$ cat src/rtl/timer_apb_arbiter.sv
`default_nettype none
// ============================================================================
// Module   : timer_apb_arbiter
// Brief    : Two-client round-robin APB master for the timer_top slave port.
//            Optional ACCESS wait limit enabled by TIMER_ARB_TIMEOUT_EN.
// Revision : 1.0 - initial release
// ============================================================================
module timer_apb_arbiter #(
    parameter int ADDR_W      = 8,
    parameter int DATA_W      = 8,
    parameter int TIMEOUT_CYC = 16
) (
    input  logic              pclk,
    input  logic              preset,
    input  logic              req0_valid,
    input  logic              req0_write,
    input  logic [ADDR_W-1:0] req0_addr,
    input  logic [DATA_W-1:0] req0_wdata,
    output logic              req0_done,
    output logic [DATA_W-1:0] req0_rdata,
    output logic              req0_err,
    input  logic              req1_valid,
    input  logic              req1_write,
    input  logic [ADDR_W-1:0] req1_addr,
    input  logic [DATA_W-1:0] req1_wdata,
    output logic              req1_done,
    output logic [DATA_W-1:0] req1_rdata,
    output logic              req1_err,
    output logic              psel,
    output logic              penable,
    output logic              pwrite,
    output logic [ADDR_W-1:0] paddr,
    output logic [DATA_W-1:0] pwdata,
    input  logic [DATA_W-1:0] prdata,
    input  logic              pready,
    output logic              busy,
    output logic              grant_id
);

    localparam logic [1:0] c_IDLE   = 2'd0;
    localparam logic [1:0] c_SETUP  = 2'd1;
    localparam logic [1:0] c_ACCESS = 2'd2;
    localparam logic [1:0] c_DONE   = 2'd3;

    logic [1:0]        r_state;
    logic [1:0]        w_next_state;
    logic              r_prio;
    logic              r_grant_id;
    logic              r_pwrite;
    logic [ADDR_W-1:0] r_paddr;
    logic [DATA_W-1:0] r_pwdata;
    logic [DATA_W-1:0] r_rdata;
    logic              r_err;
    logic              w_any_req;
    logic              w_grant_sel;
    logic              w_timeout;

    if (TIMEOUT_CYC < 2 || TIMEOUT_CYC > 255) begin : g_bad_timeout_cyc
        $error("timer_apb_arbiter: TIMEOUT_CYC must be within 2..255");
    end

    assign w_any_req   = req0_valid | req1_valid;
    // r_prio names the client that wins when both request together.
    assign w_grant_sel = (req0_valid & req1_valid) ? r_prio : req1_valid;

`ifdef TIMER_ARB_TIMEOUT_EN
    localparam logic [7:0] c_WAIT_LAST = 8'(TIMEOUT_CYC - 1);

    logic [7:0] r_wait_cnt;

    always_ff @(posedge pclk) begin
        if (preset || r_state != c_ACCESS) begin
            r_wait_cnt <= 8'd0;
        end else if (!pready) begin
            r_wait_cnt <= r_wait_cnt + 8'd1;
        end
    end

    assign w_timeout = (r_state == c_ACCESS) && !pready && (r_wait_cnt == c_WAIT_LAST);
`else
    assign w_timeout = 1'b0;
`endif

    always_ff @(posedge pclk) begin
        if (preset) begin
            r_state <= c_IDLE;
        end else begin
            r_state <= w_next_state;
        end
    end

    always_comb begin
        w_next_state = r_state;
        case (r_state)
            c_IDLE:   if (w_any_req) w_next_state = c_SETUP;
            c_SETUP:  w_next_state = c_ACCESS;
            c_ACCESS: if (pready || w_timeout) w_next_state = c_DONE;
            c_DONE:   w_next_state = c_IDLE;
            default:  w_next_state = c_IDLE;
        endcase
    end

    always_ff @(posedge pclk) begin
        if (preset) begin
            r_prio     <= 1'b0;
            r_grant_id <= 1'b0;
            r_pwrite   <= 1'b0;
            r_paddr    <= '0;
            r_pwdata   <= '0;
            r_rdata    <= '0;
            r_err      <= 1'b0;
        end else begin
            if (r_state == c_IDLE && w_any_req) begin
                r_grant_id <= w_grant_sel;
                r_prio     <= ~w_grant_sel;
                r_pwrite   <= w_grant_sel ? req1_write : req0_write;
                r_paddr    <= w_grant_sel ? req1_addr  : req0_addr;
                r_pwdata   <= w_grant_sel ? req1_wdata : req0_wdata;
                r_rdata    <= '0;
                r_err      <= 1'b0;
            end
            // pready wins over a timeout landing in the same cycle.
            if (r_state == c_ACCESS) begin
                if (pready) begin
                    r_rdata <= r_pwrite ? '0 : prdata;
                    r_err   <= 1'b0;
                end else if (w_timeout) begin
                    r_rdata <= '0;
                    r_err   <= 1'b1;
                end
            end
        end
    end

    always_comb begin
        psel       = 1'b0;
        penable    = 1'b0;
        req0_done  = 1'b0;
        req0_rdata = '0;
        req0_err   = 1'b0;
        req1_done  = 1'b0;
        req1_rdata = '0;
        req1_err   = 1'b0;
        case (r_state)
            c_SETUP: psel = 1'b1;
            c_ACCESS: begin
                psel    = 1'b1;
                penable = 1'b1;
            end
            c_DONE: begin
                if (r_grant_id) begin
                    req1_done  = 1'b1;
                    req1_rdata = r_rdata;
                    req1_err   = r_err;
                end else begin
                    req0_done  = 1'b1;
                    req0_rdata = r_rdata;
                    req0_err   = r_err;
                end
            end
            default: ;
        endcase
    end

    assign busy     = (r_state != c_IDLE);
    assign grant_id = r_grant_id;
    assign pwrite   = r_pwrite;
    assign paddr    = r_paddr;
    assign pwdata   = r_pwdata;

endmodule
`default_nettype wire

$ cat config.mk
export PLATFORM = sky130hd
export DESIGN_NAME = timer_apb_arbiter
export DESIGN_NICKNAME = d
export VERILOG_FILES = /design/src/rtl/timer_apb_arbiter.sv
export SDC_FILE = /design/constraint.sdc
export NUM_CORES = 1
export LEC_CHECK = 0
export CORE_ASPECT_RATIO = 0.8
export CORE_MARGIN = 1
export CORE_UTILIZATION = 40
export DETAILED_ROUTE_END_ITERATION = 8
export PLACE_DENSITY = 0.86
export RECOVER_POWER = 50
export SKIP_CTS_REPAIR_TIMING = 1
export SYNTH_ARGS = -nofsm -noshare
export SYNTH_HDL_FRONTEND = slang
export SYNTH_SLANG_ARGS = --single-unit
export TNS_END_PERCENT = 5
$ cat constraint.sdc
create_clock -name pclk -period 2.2 [get_ports pclk]
set_input_delay 0.22 -clock pclk [delete_from_list [all_inputs] [get_ports pclk]]
set_output_delay 0.22 -clock pclk [all_outputs]
set_load 0.1 [all_outputs]
==> impl_metrics.yaml <==
global_route:
  use_met1_pct: 25.4
  grt_max_degree: 19
  grt_pass1_wl_um: 6530
  use_met2_pct: 38.8
  busiest_layer: "met2"
  grt_usage_pct: 22.7
  grt_util_met3_pct: 7.64
  antenna_found_initial: 0
  grt_overflow_total: 0
  grt_pass1_vias: 1472
worst_setup_path:
  path_cells: "ha_1 -> nor2b_1 -> buf_4 -> and2_2 -> buf_12"
  r2r_cells: 5
  crit_family: "flip-flops"
  r2r_slack_ps: 290
  crit_type: "reg -> out"
  cpMaxStageDelayCell: "dfxtp_1"
  r2r_start: "r_state[0]"
  crit_buf_inv: 2
  path_max_fanout: 11
  r2r_end: "pwdata[7]"
  crit_path_start_kind: "flop"
  crit_path_max_incr_delay_ps: 400
  critPathArrivalTime_ps: 1780
  required_ps: 1980
  cp-end-kind: "output port"
power:
  leakage_nw: 0.972
  p_switching_mw: 1.62
  cellPowerDensity_mw_per_mm2: 1280
  clockPowerShare_pct: 18.5
  seqPwrFrac_pct: 25.2
  combPwrFrac_pct: 56.4
  ir_drop_mv: 0.934
  power.internal_mw: 1.40
  swShare_pct: 53.7
detailed_routing:
  drc: 0
  wire_per_inst_um: 15.6
  vias: 1425
  dr.pass1.iters: 4
  drtIter0Drc: 45
  via_per_inst: 5.44
  routed_wirelength_um: 4080
  ant_nets: 0
sta:
  finalSetupViolCount: 0
  fin_crit_ps: 2000
  timing.fmax_ghz: 0.501
  relSlewSlack_pct: 20.4
  finalHoldViolations: 0
  final.period_utilization_pct: 90.8
  layout_setup_ws_ps: 202
  rsz0062_at_grt: "no"
  maxSlewViolCount: 0
  fin_skew_ps: 2.17
  holdWs_ps: 477
  tightestPinTransition_ps: 1200
synthesis:
  syn-cell-area_mm2: 0.00143
  synth_top_area_share_pct: 41.9
  yosys_warnings: 0
  ys_seq_area_share_pct: 41.9
  yosysTopAreaCell: "dfxtp_1"
  syn_area_per_cell_um2: 10.8
  ys_ff_latch: 30
  synth_cell_types: 29
  syn_nets: 184
  synthCells: 133
  synthTopCellsByArea: "dfxtp_1 (42%), a221o_1 (12%), nor3b_1 (8.9%)"
hold_path:
  hold_depth: 1
  min_from: "r_err"
  min_to: "r_err"
  hold_class: "reg -> reg"
cells_and_area:
  drive_above_1_share_pct: 22.7
  area_delta_synth_final_pct: 64.2
  nets: 271
  fillers: 265
  antenna_cells: 0
  ff_latch_area_um2: 601
  multi_input_area_um2: 742
cts:
  clockBufferDepth: 2
  clk_latency_ps: 270
  cts_sinks: 30
  tritoncts: "yes"
  clkTransAtPathRegs_ps: 60
  root_buffer: "clkbuf_8"
  cts_htree_levels: 2
  numCtsBuffers: 5
placed_design:
  gp_congestion: 0.710
  dpl.hpwl_um: 3150
  port_buffers: 87
  dpl_worst_slack_ps: 208
floorplan:
  die_w_um: 68.9
  coreArea_mm2: 0.00342
  fp-row-count: 19
  ios: 88
  start_util_pct: 41.9
  dieHeight_um: 55.6
  dieArea_mm2: 0.00383
flow_run:
  maxCapViolations: 0
outcome:
  status: "complete, no violations"
==> cell type report <==
type | count | area share [%]
Timing Repair Buffer | 90 | 35.3
Clock inverter | 1 | 1.28
Tap cell | 42 | 2.23
Sequential cell | 30 | 25.5
Clock buffer | 6 | 3.51
Multi-Input combinational cell | 89 | 31.5
Inverter | 4 | 0.638
==> cells in the final DEF, fill, tap and decap left out, types with 2 or more instances in the layout <==
master,instances
clkbuf_2,12
buf_12,11
dfxtp_1,30
nand2b_1,2
a21oi_1,3
a221o_1,17
inv_1,4
buf_4,3
and3_1,8
and2_2,9
nand2_1,3
o21a_1,2
clkdlybuf4s50_1,46
clkbuf_8,6
ha_1,4
a22o_1,8
clkbuf_1,17
nor3b_1,17
==> metrics by stage <==
stage | cell area (µm²) | TNS (ps) | instances | power, mW | util (%)
finish | 2350 | 0 | 262 | 3.02 | 68.8
global route | 2350 | 0 | 262 | 3.14 | 68.8
CTS | 2580 | 0 | 262 | 3.15 | 75.3
detailed placement | 2460 | 0 | 255 | 2.59 | 72.0
global placement | 2460 | 0 | 255 | 2.54 | 72.0
floorplan | 1450 | -860 | 133 | 2.23 | -
==> sequential cells by signal, indices dropped and copies added (netlist names) <==
name and cells:
paddr 8, pwdata 8, r_rdata 8, r_state 2, grant_id 1, pwrite 1
r_err 1, r_prio 1
==> worst max-delay path by stage <==
stage | startpoint | to | slack [ps] | depth (start not counted)
global route | r_state[1] | req0_err | 70 | 5
detailed placement | req1_valid | pwdata[7] | 210 | 4
CTS | r_state[1] | req0_rdata[0] | 220 | 5
global placement | req1_valid | r_rdata[1] | 300 | 4
finish | r_state[1] | req0_rdata[6] | 200 | 5
floorplan | grant_id | req1_rdata[0] | -50 | 2
==> cells by family (layout without fill, tap and decap cells) <==
| group | count (synthesis) | count (layout) | share of synthesized area, % |
|---|---|---|---|
| AND/OR/NAND/NOR | 51 | 51 | 25.5 |
| flip-flops | 30 | 30 | 41.9 |
| adder cells (fa/ha/maj) | 4 | 4 | 3.49 |
| multiplexers | 1 | 1 | 0.698 |
| AO/OA/AOI/OAI | 33 | 33 | 22.2 |
| buffers and inverters | 14 | 101 | 6.28 |
==> cell usage after synthesis, drive strengths merged <==
master  instances
nor3b          18
and2b           1
buf             7
a21boi          1
clkbuf          3
a221o          17
or3b            1
nor2b           1
and3            9
a22o            8
dfxtp          30
nor2            1
a211oi          1
mux2i           1
nand2           4
a21oi           3
inv             4
and2           11
a311oi          1
nand2b          2
nor3            2
o21a            2
or2             1
ha              4
==> power by group through the flow <==
stage	combinational, mW	sequential (mW)	clock (mW)
after floorplan	0.833	1.40	0
after global placement	1.78	0.759	0
after detailed placement	1.82	0.767	0
after CTS	1.83	0.759	0.567
after global routing	1.77	0.773	0.598
final	1.70	0.759	0.557
==> per-layer routing <==
metal,vias up,routed length [µm]
li1,672,-
met1,679,1630
met2,70,2050
met3,4,371
met4,0,27
met5,-,0
(Power assumes the default switching activity.)
